$ cat config.mk
export PLATFORM = sky130hd
export DESIGN_NAME = interval_polygon
export DESIGN_NICKNAME = d
export VERILOG_FILES = /design/src/rtl/interval_pkg.sv /design/src/rtl/interval_divu.sv /design/src/rtl/interval_polygon.sv
export SDC_FILE = /design/constraint.sdc
export NUM_CORES = 1
export LEC_CHECK = 0
export ABC_AREA = 0
export CORE_ASPECT_RATIO = 1.5
export CORE_MARGIN = 2
export CORE_UTILIZATION = 45
export CTS_CLUSTER_DIAMETER = 200
export DETAILED_ROUTE_END_ITERATION = 8
export MAX_ROUTING_LAYER = met4
export SLEW_MARGIN = 20
export SYNTH_ARGS = -nofsm -noshare
export SYNTH_HDL_FRONTEND = slang
export SYNTH_SLANG_ARGS = --single-unit
$ cat constraint.sdc
create_clock -name clk -period 9.62 [get_ports clk]
set_clock_uncertainty 0.15 [all_clocks]
set_input_delay 2.405 -clock clk [delete_from_list [all_inputs] [get_ports clk]]
set_output_delay 2.405 -clock clk [all_outputs]
set_load 0.01 [all_outputs]
$ cat src/rtl/interval_pkg.sv
// Shared definitions for the scanline interval blocks.
// State encoding and the empty-span (s=1, t=0) constants.
package interval_pkg;

  typedef enum logic [2:0] {
    S_IDLE,
    S_EDGE,
    S_DIV,
    S_MERGE,
    S_DONE
  } ipoly_state_t;

  localparam int EMPTY_S = 1;
  localparam int EMPTY_T = 0;

endpackage

$ cat src/rtl/interval_divu.sv
// Unsigned restoring divider, 2W-bit dividend / W-bit divisor, 2W cycles.
// Ports: clk, rst_n, start, num, den -> done (pulse), q (low W bits).
module interval_divu
  #(parameter int W = 10)
  (
  input  logic           clk,
  input  logic           rst_n,
  input  logic           start,
  input  logic [2*W-1:0] num,
  input  logic [W-1:0]   den,
  output logic           done,
  output logic [W-1:0]   q
);

  localparam int NW = 2 * W;
  localparam int KW = $clog2(NW + 1);

  logic [W-1:0]  rem;
  logic [W-1:0]  dv;
  logic [NW-1:0] quo;
  logic [KW-1:0] cnt;
  logic          run;
  logic [W:0]    sh;
  logic          ge;

  // Remainder stays below the divisor, so W bits hold it
  // and one extra bit covers the shifted trial value.
  assign sh = {rem, quo[NW-1]};
  assign ge = (sh >= {1'b0, dv});
  // Callers guarantee the quotient fits in W bits.
  assign q  = quo[W-1:0];

  always_ff @(posedge clk or negedge rst_n) begin
    if (!rst_n) begin
      rem  <= '0;
      dv   <= '0;
      quo  <= '0;
      cnt  <= '0;
      run  <= 1'b0;
      done <= 1'b0;
    end else begin
      done <= 1'b0;
      if (start) begin
        rem <= '0;
        quo <= num;
        dv  <= den;
        cnt <= KW'(NW);
        run <= 1'b1;
      end else if (run) begin
        rem <= ge ? W'(sh - {1'b0, dv}) : sh[W-1:0];
        quo <= {quo[NW-2:0], ge};
        cnt <= cnt - 1'b1;
        if (cnt == KW'(1)) begin
          run  <= 1'b0;
          done <= 1'b1;
        end
      end
    end
  end

endmodule

$ cat src/rtl/interval_polygon.sv
// Scanline span [s,t] of a convex polygon at line y, one edge per step.
// Ports: start/y/vx/vy in (latched), busy/done/s/t out (registered).
module interval_polygon
  import interval_pkg::*;
  #(
  parameter int CORDW = 10,
  parameter int NV    = 4
  )
  (
  input  logic                clk,
  input  logic                rst_n,
  input  logic                start,
  input  logic [CORDW-1:0]    y,
  input  logic [NV*CORDW-1:0] vx,
  input  logic [NV*CORDW-1:0] vy,
  output logic                busy,
  output logic                done,
  output logic [CORDW-1:0]    s,
  output logic [CORDW-1:0]    t
);

  localparam int IW = (NV > 1) ? $clog2(NV) : 1;
  localparam int DW = 2 * CORDW;
  localparam int CW = $clog2(DW);
  localparam logic [CW-1:0] DLAST = CW'(DW - 1);
  localparam logic [IW-1:0] ILAST = IW'(NV - 1);

  ipoly_state_t state;

  logic [CORDW-1:0]    yr;
  logic [NV*CORDW-1:0] vxr;
  logic [NV*CORDW-1:0] vyr;
  logic [IW-1:0]       i;
  logic [CW-1:0]       dcnt;
  logic [CORDW-1:0]    minx;
  logic [CORDW-1:0]    maxx;
  logic                hit;

  logic             last;
  logic [IW-1:0]    ib;
  logic [CORDW-1:0] xa, xb, ya, yb;
  logic [CORDW-1:0] ylo, yhi;
  logic [CORDW-1:0] dya, dx, den;
  logic [DW-1:0]    num;
  logic             horiz;
  logic             inrange;
  logic             div_start;
  logic             div_done;
  logic [CORDW-1:0] q;
  logic [CORDW-1:0] x;

  logic             men;
  logic [CORDW-1:0] mlo, mhi;
  logic [CORDW-1:0] nmin, nmax;
  logic             nhit;

  assign last = (i == ILAST);
  assign ib   = last ? '0 : i + 1'b1;

  assign xa = vxr[i*CORDW +: CORDW];
  assign xb = vxr[ib*CORDW +: CORDW];
  assign ya = vyr[i*CORDW +: CORDW];
  assign yb = vyr[ib*CORDW +: CORDW];

  assign ylo     = (ya < yb) ? ya : yb;
  assign yhi     = (ya < yb) ? yb : ya;
  assign horiz   = (ya == yb);
  assign inrange = (yr >= ylo) && (yr <= yhi);

  assign dya = (yr >= ya) ? yr - ya : ya - yr;
  assign dx  = (xb >= xa) ? xb - xa : xa - xb;
  assign den = yhi - ylo;
  assign num = DW'(dya) * DW'(dx);

  // Vertical edges still divide (num=0) to keep latency uniform.
  assign div_start = (state == S_EDGE) && !horiz && inrange;

  // The intersection lies between xa and xb, so no wrap occurs.
  assign x = (xb >= xa) ? xa + q : xa - q;

  interval_divu #(.W(CORDW)) u_div (
    .clk   (clk),
    .rst_n (rst_n),
    .start (div_start),
    .num   (num),
    .den   (den),
    .done  (div_done),
    .q     (q)
  );

  always_comb begin
    men = 1'b0;
    mlo = xa;
    mhi = xb;
    unique case (1'b1)
      (state == S_EDGE): begin
        if (horiz && (yr == ya)) begin
          men = 1'b1;
          mlo = (xa < xb) ? xa : xb;
          mhi = (xa < xb) ? xb : xa;
        end
      end
      (state == S_MERGE): begin
        if (div_done) begin
          men = 1'b1;
          mlo = x;
          mhi = x;
        end
      end
      default: ;
    endcase
    nmin = (men && (mlo < minx)) ? mlo : minx;
    nmax = (men && (mhi > maxx)) ? mhi : maxx;
    nhit = hit | men;
  end

  always_ff @(posedge clk or negedge rst_n) begin
    if (!rst_n) begin
      state <= S_IDLE;
      busy  <= 1'b0;
      done  <= 1'b0;
      s     <= CORDW'(EMPTY_S);
      t     <= CORDW'(EMPTY_T);
      yr    <= '0;
      vxr   <= '0;
      vyr   <= '0;
      i     <= '0;
      dcnt  <= '0;
      minx  <= '1;
      maxx  <= '0;
      hit   <= 1'b0;
    end else begin
      done <= 1'b0;
      unique case (state)
        S_IDLE: begin
          if (start) begin
            yr    <= y;
            vxr   <= vx;
            vyr   <= vy;
            minx  <= '1;
            maxx  <= '0;
            hit   <= 1'b0;
            i     <= '0;
            busy  <= 1'b1;
            state <= S_EDGE;
          end
        end
        S_EDGE, S_MERGE: begin
          minx <= nmin;
          maxx <= nmax;
          hit  <= nhit;
          if (div_start) begin
            dcnt  <= '0;
            state <= S_DIV;
          end else if (last) begin
            done  <= 1'b1;
            s     <= nhit ? nmin : CORDW'(EMPTY_S);
            t     <= nhit ? nmax : CORDW'(EMPTY_T);
            state <= S_DONE;
          end else begin
            i     <= i + 1'b1;
            state <= S_EDGE;
          end
        end
        S_DIV: begin
          if (dcnt == DLAST) begin
            state <= S_MERGE;
          end else begin
            dcnt <= dcnt + 1'b1;
          end
        end
        S_DONE: begin
          busy  <= 1'b0;
          state <= S_IDLE;
        end
        default: state <= S_IDLE;
      endcase
    end
  end

endmodule

======== Word level (Yosys, flattened, before mapping) ========
Cells that the tools add are included.
storage, ports and cells
  register bits after elaboration ......... 190
  input bits .............................. 93
  output and inout bits ................... 22
  word-level logic and storage cells ...... 140
cells by class
  $add $sub $neg .......................... 11
  multiply operators ...................... 3
  $lt $le $gt $ge ......................... 9
  equal/unequal tests ..................... 15
  shift-type cells ........................ 4
  muxes and demuxes ....................... 57
  bitwise gates (word level) .............. 2
  reductions and logical operators ........ 20
operators by type and width
  cell                   number
  $mux W10               20
  $shiftx A40 B7 Y10     4
  $pmux W10 S2           4
  $sub A10 B10 Y10       7
  $mux W20               2
  $ge A10 B10 Y1         3
  $lt A10 B10 Y1         3
  $eq A10 B10 Y1         2
  $mul A10 B10 Y20       1
  $mux W5                4
  $mux W1                13
  $mux W3                4
  $ne A2 B2 Y1 const B   6
  $ge A11 B10 Y1         1
  $add A10 B10 Y10       1
  $gt A10 B10 Y1         1
  $le A10 B10 Y1         1
  $mul A2 B3 Y5 const B  2
  $pmux W5 S2            1
  $pmux W3 S3            1
  $mux W2                4
  $reduce_and A2 Y1      4
  $reduce_bool A2 Y1     4
  $eq A3 B2 Y1 const B   2
  18 further kinds       26

======== Depth between registers and ports, before layout ========
Gate-level depths: netlist (run 1).
  depth after elaboration ................. 12
  gate-level depth with buffers ........... 34
  depth with buffers taken out ............ 31

======== Cells and area by module ========
A second synthesis (run 1) with hierarchy kept.
second synthesis, totals
  cells, all modules ...................... 1,715
  area total of the unflattened synthesis .. 16,922.5 um2
by module, submodules not included
  module            instances  cells each  area an instance (um2)  sequential area each (um2)
  interval_polygon  1          1,443       14,279.9                3,592.2
  interval_divu     1          272         2,642.5                 1,176.1

======== Worst setup path after synthesis (run 1) ========
Ideal clock, no wire load.
  kind .................................... register to register
  start ................................... register i[1]
  end ..................................... register u_div.quo[18]
  setup time .............................. 135 ps
  arrival time ............................ 8,217 ps
  required time ........................... 9,335 ps
  path slack .............................. 1,118 ps
  stages on the path, launching flop included .. 32
  buffers on the path ..................... 2
  period minus slack after synthesis ...... 8,502 ps
  cells stage by stage .................... dfrtp_1 ha_1 nor2_1 buf_4 buf_2 mux4_2 ha_1 a21oi_1 o21ai_1 o211ai_1 a21oi_2 nor2_1 mux2_2 or4_1 nand4_2 or2_2 fa_1 fa_1 inv_1 fa_1 fa_1 inv_1 fa_1 inv_1 ha_1 nor3_1 o21ai_0 nand3_1 a31oi_1 o41ai_1 xor2_1 o21ai_0
on the way
  word-level cells in the longest chain between the ends .. 10
  elaborated cells on any way between the ends .. 30
  those cells by class .................... add/sub: 5; mul: 3; order compare: 5; eq/ne: 2; shift: 4; mux: 6; reduce/logical: 5
RTL lines
  what                                                                       line                     RTL
  start: declaration                                                         interval_polygon.sv:33   logic [IW-1:0] i;
  start signal: assignment                                                   interval_polygon.sv:161  i <= i + 1'b1;
  parallel branches: the longest is 10 deep, another holds $mul A10 B10 Y20  --
  end signal: assignment                                                     interval_divu.sv:45      quo <= num;
  end signal: assignment                                                     interval_divu.sv:51      quo <= {quo[NW-2:0], ge};
  end: declaration                                                           interval_divu.sv:20      logic [NW-1:0] quo;
Several ways; the timed one is not identified.
A chain may end at the register's enable or synchronous reset.

======== Final worst setup path (run 1) ========
  start ................................... register i[0]
  end ..................................... register u_div.quo[19]
Same word-level chain as after synthesis.

==> impl_metrics.json, run 1 <==
{
  "synth.lib_cells_used.distinct": 83,
  "rows": 86,
  "nFillCells": 3412,
  "die_w_um": 161,
  "synth_warnings": 0,
  "timing.critical_path.slowest_cell_delay_ps": 570,
  "worstHoldStart": "u_div.dv[3]",
  "timing.final.setup_violations": 0,
  "final_net_count": 2162,
  "design.portCount": 115,
  "seq_area_frac_synth": 0.285,
  "critPathKind": "flop to flop",
  "final-hold-violation-count": 0,
  "worst_setup_hold_path_clk_slew_ps": 90,
  "grtUsageMet3": 0.0340,
  "worst_setup_path_end_kind": "flop",
  "synthFlopType": "dfrtp_1",
  "slew_viol_final": 0,
  "run_status": "completed",
  "dieArea_um2": 38700,
  "synth-async-reset-ratio": 1.00,
  "grt_util_met2": 0.456,
  "wire_length_of_the_first_global_routing_pass_um": 75100,
  "cts_buffer_depth": 2,
  "wire_per_inst_um": 20.3,
  "root_buffer": "clkbuf_16",
  "cts-htree-levels": 4,
  "fin_worst_hold_slack_ps": 338,
  "ff2ff_setup_slack_ps": 610,
  "critical-path-slowest-cell": "mux4_2",
  "viasPerCell": 5.62,
  "rr_worst_depth": 29,
  "r2r_end": "u_div.quo[19]",
  "initial_antenna_violation_count": 0,
  "rr_startpoint": "i[0]",
  "drive_gt1_frac": 0.127,
  "drv.max_cap_violation_count": 0,
  "total_global_routing_overflow": 0,
  "syn-mean-instance-area_um2": 9.63,
  "cpLargestDelayFamily": "adder cells",
  "detailed_place_hpwl_um": 37800,
  "slew-limit-headroom": 0.322,
  "cts_post_setup_buffers_inserted": 0,
  "tritoncts": "yes",
  "finish.utilization": 0.519,
  "cpMostUsedCell": "fa_1",
  "crit_fanout": 23,
  "gp_congestion": 0.915,
  "route.antenna.remaining_nets": 0,
  "n_antenna_cell": 0,
  "global_route.usage.met1": 0.291,
  "syn_to_layout_area_delta_pct": 14.0,
  "port_buffers": 114,
  "vias": 13100,
  "clock.fmax_mhz": 111,
  "drc": 0,
  "fin_tns_setup_ps": 0,
  "maximum_number_of_pins_on_one_net_before_global_route_repair": 82,
  "first_global_vias": 13700,
  "critical_path_required_ps": 9840,
  "initial_utilization": 0.456,
  "cp.buffers_inverters": 5,
  "dr.pass1.iters": 5,
  "rsz0062_at_grt": "no",
  "postCtsHoldBufs": 0,
  "clk_latency_ps": 470,
  "place_inst": 2296,
  "finalWirelength_um": 47300,
  "postSynthRegisterBits": 190,
  "startpoint_types": "flop",
  "worst_hold_path_type": "flop to flop",
  "busiest_layer_in_global_routing": "met2",
  "timing.hold.worst_path_depth": 2,
  "total_number_of_cells_along_the_worst_setup_path": 29,
  "drt_iter0_drc": 727,
  "cts_sinks": 190,
  "core_area_um2": 36700,
  "synth_cells": 1736,
  "post-route-period-util": 0.937,
  "worst_slew_pin_tran_ps": 1010,
  "period_minus_ws_final_ps": 9010,
  "grt_usage": 0.259,
  "cp_data_arrival_time_ps": 9230,
  "synth_enable_flop_cells": 0,
  "post_cts.resized_instances": 0,
  "whs_endpoint": "u_div.dv[3]",
  "layout.cells.non_filler": 2328,
  "height_of_the_die_um": 240,
  "synth_nets": 2067,
  "synthesis.area_um2": 16700,
  "cts-buffers-inserted": 17
}
-- cell families (layout without fill, tap and decap cells) --
logic type / after synthesis / after routing / synth area share
DFF: 190 / 190 / 0.285
xor gates and xnor gates: 66 / 66 / 0.0346
and+or+nand+nor: 455 / 455 / 0.129
muxes: 183 / 183 / 0.146
AOI/OAI and AO/OA: 369 / 369 / 0.140
adders and majority gates: 238 / 238 / 0.209
buffers and inverters: 235 / 343 / 0.0563
-- cell type report --
class / instances / area [µm²] / share of cell area
Multi-Input combinational cell: 1311 / 11000 / 0.579
Clock buffer: 17 / 425 / 0.0223
Inverter: 169 / 634 / 0.0333
Tap cell: 484 / 606 / 0.0318
Timing Repair Buffer: 142 / 1360 / 0.0713
Sequential cell: 190 / 4770 / 0.250
Clock inverter: 15 / 228 / 0.0120
-- stage by stage --
step / area, µm² / setup WS, ps
after floorplan: 16700 / 1120
after global placement: 18400 / 639
after detailed placement: 18400 / 455
after CTS: 19000 / 443
after global routing: 19100 / 48.8
final: 19100 / 605
-- registers in the layout, indices dropped and copies added, names as in the netlist --
signal,count
vyr,40
hit,1
dcnt,5
i,2
u_div.cnt,5
u_div.dv,10
maxx,10
yr,10
u_div.run,1
t,10
s,10
u_div.quo,20
u_div.rem,10
minx,10
done,1
busy,1
state,3
u_div.done,1
vxr,40
-- routing by layer --
layer  share of wire  vias to the layer above
li1                -                     6302
met1            0.39                     6409
met2            0.53                      268
met3           0.029                      112
met4           0.050                        0
met5               0                        -
-- worst min-delay path, delay by kind of cell (launching register included) --
| kind | cells | cell delay (ps) |
|---|---|---|
| AO/OA/AOI/OAI | 1 | 60 |
| AND/OR/NAND/NOR | 1 | 40 |
| flip-flops | 1 | 350 |
-- placed cells by master (no fill, tap or decap), types with 27 or more instances in the layout --
cell type / Yosys / layout
nand2b_1: 30 / 30
ha_1: 170 / 170
buf_4: 7 / 27
fa_1: 68 / 68
inv_1: 167 / 167
nand2_1: 129 / 129
nor2_1: 150 / 147
dfrtp_1: 179 / 179
mux2i_1: 52 / 52
a21oi_1: 99 / 99
xor2_1: 30 / 30
mux2_2: 91 / 91
nor2b_1: 37 / 37
xnor2_1: 36 / 35
mux4_2: 40 / 40
clkdlybuf4s50_1: 0 / 113
o21ai_0: 96 / 96
-- how the worst max path moves through the flow --
stage | start | endpoint | slack (ps)
final | i[0] | u_div.quo[19] | 610
after global routing | i[0] | u_div.quo[19] | 50
after CTS | i[0] | u_div.quo[19] | 440
after detailed placement | i[0] | u_div.quo[19] | 460
after global placement | i[0] | u_div.quo[19] | 640
after floorplan | i[1] | u_div.quo[18] | 1120
-- synth_stat cells, types with 36 or more instances --
cell type | n | area [µm²]
a21oi_1 | 99 | 495
clkbuf_1 | 44 | 165
dfrtp_1 | 179 | 4480
fa_1 | 68 | 1360
ha_1 | 170 | 2130
inv_1 | 167 | 627
mux2_2 | 91 | 1020
mux2i_1 | 52 | 521
mux4_2 | 40 | 901
nand2_1 | 129 | 484
nor2_1 | 150 | 563
nor2b_1 | 37 | 231
o21ai_0 | 96 | 480
xnor2_1 | 36 | 315
Power of run 1 is left out: the tool's default activity adds up to more than one toggle a clock period on the data nets, which glitch-free logic cannot reach.
==> run 2: changes to the inputs <==
--- a/config.mk
+++ b/config.mk
@@ -9,7 +9,7 @@
 export CORE_ASPECT_RATIO = 1.5
 export CORE_MARGIN = 2
 export CORE_UTILIZATION = 45
-export CTS_CLUSTER_DIAMETER = 200
+export CTS_CLUSTER_DIAMETER = 80
 export DETAILED_ROUTE_END_ITERATION = 8
 export MAX_ROUTING_LAYER = met4
 export SLEW_MARGIN = 20
==> results of run 2 <==
Same layout as run 1: the final DEF is identical, and so are final timing and power.
Power of run 2 is left out for the same reason.
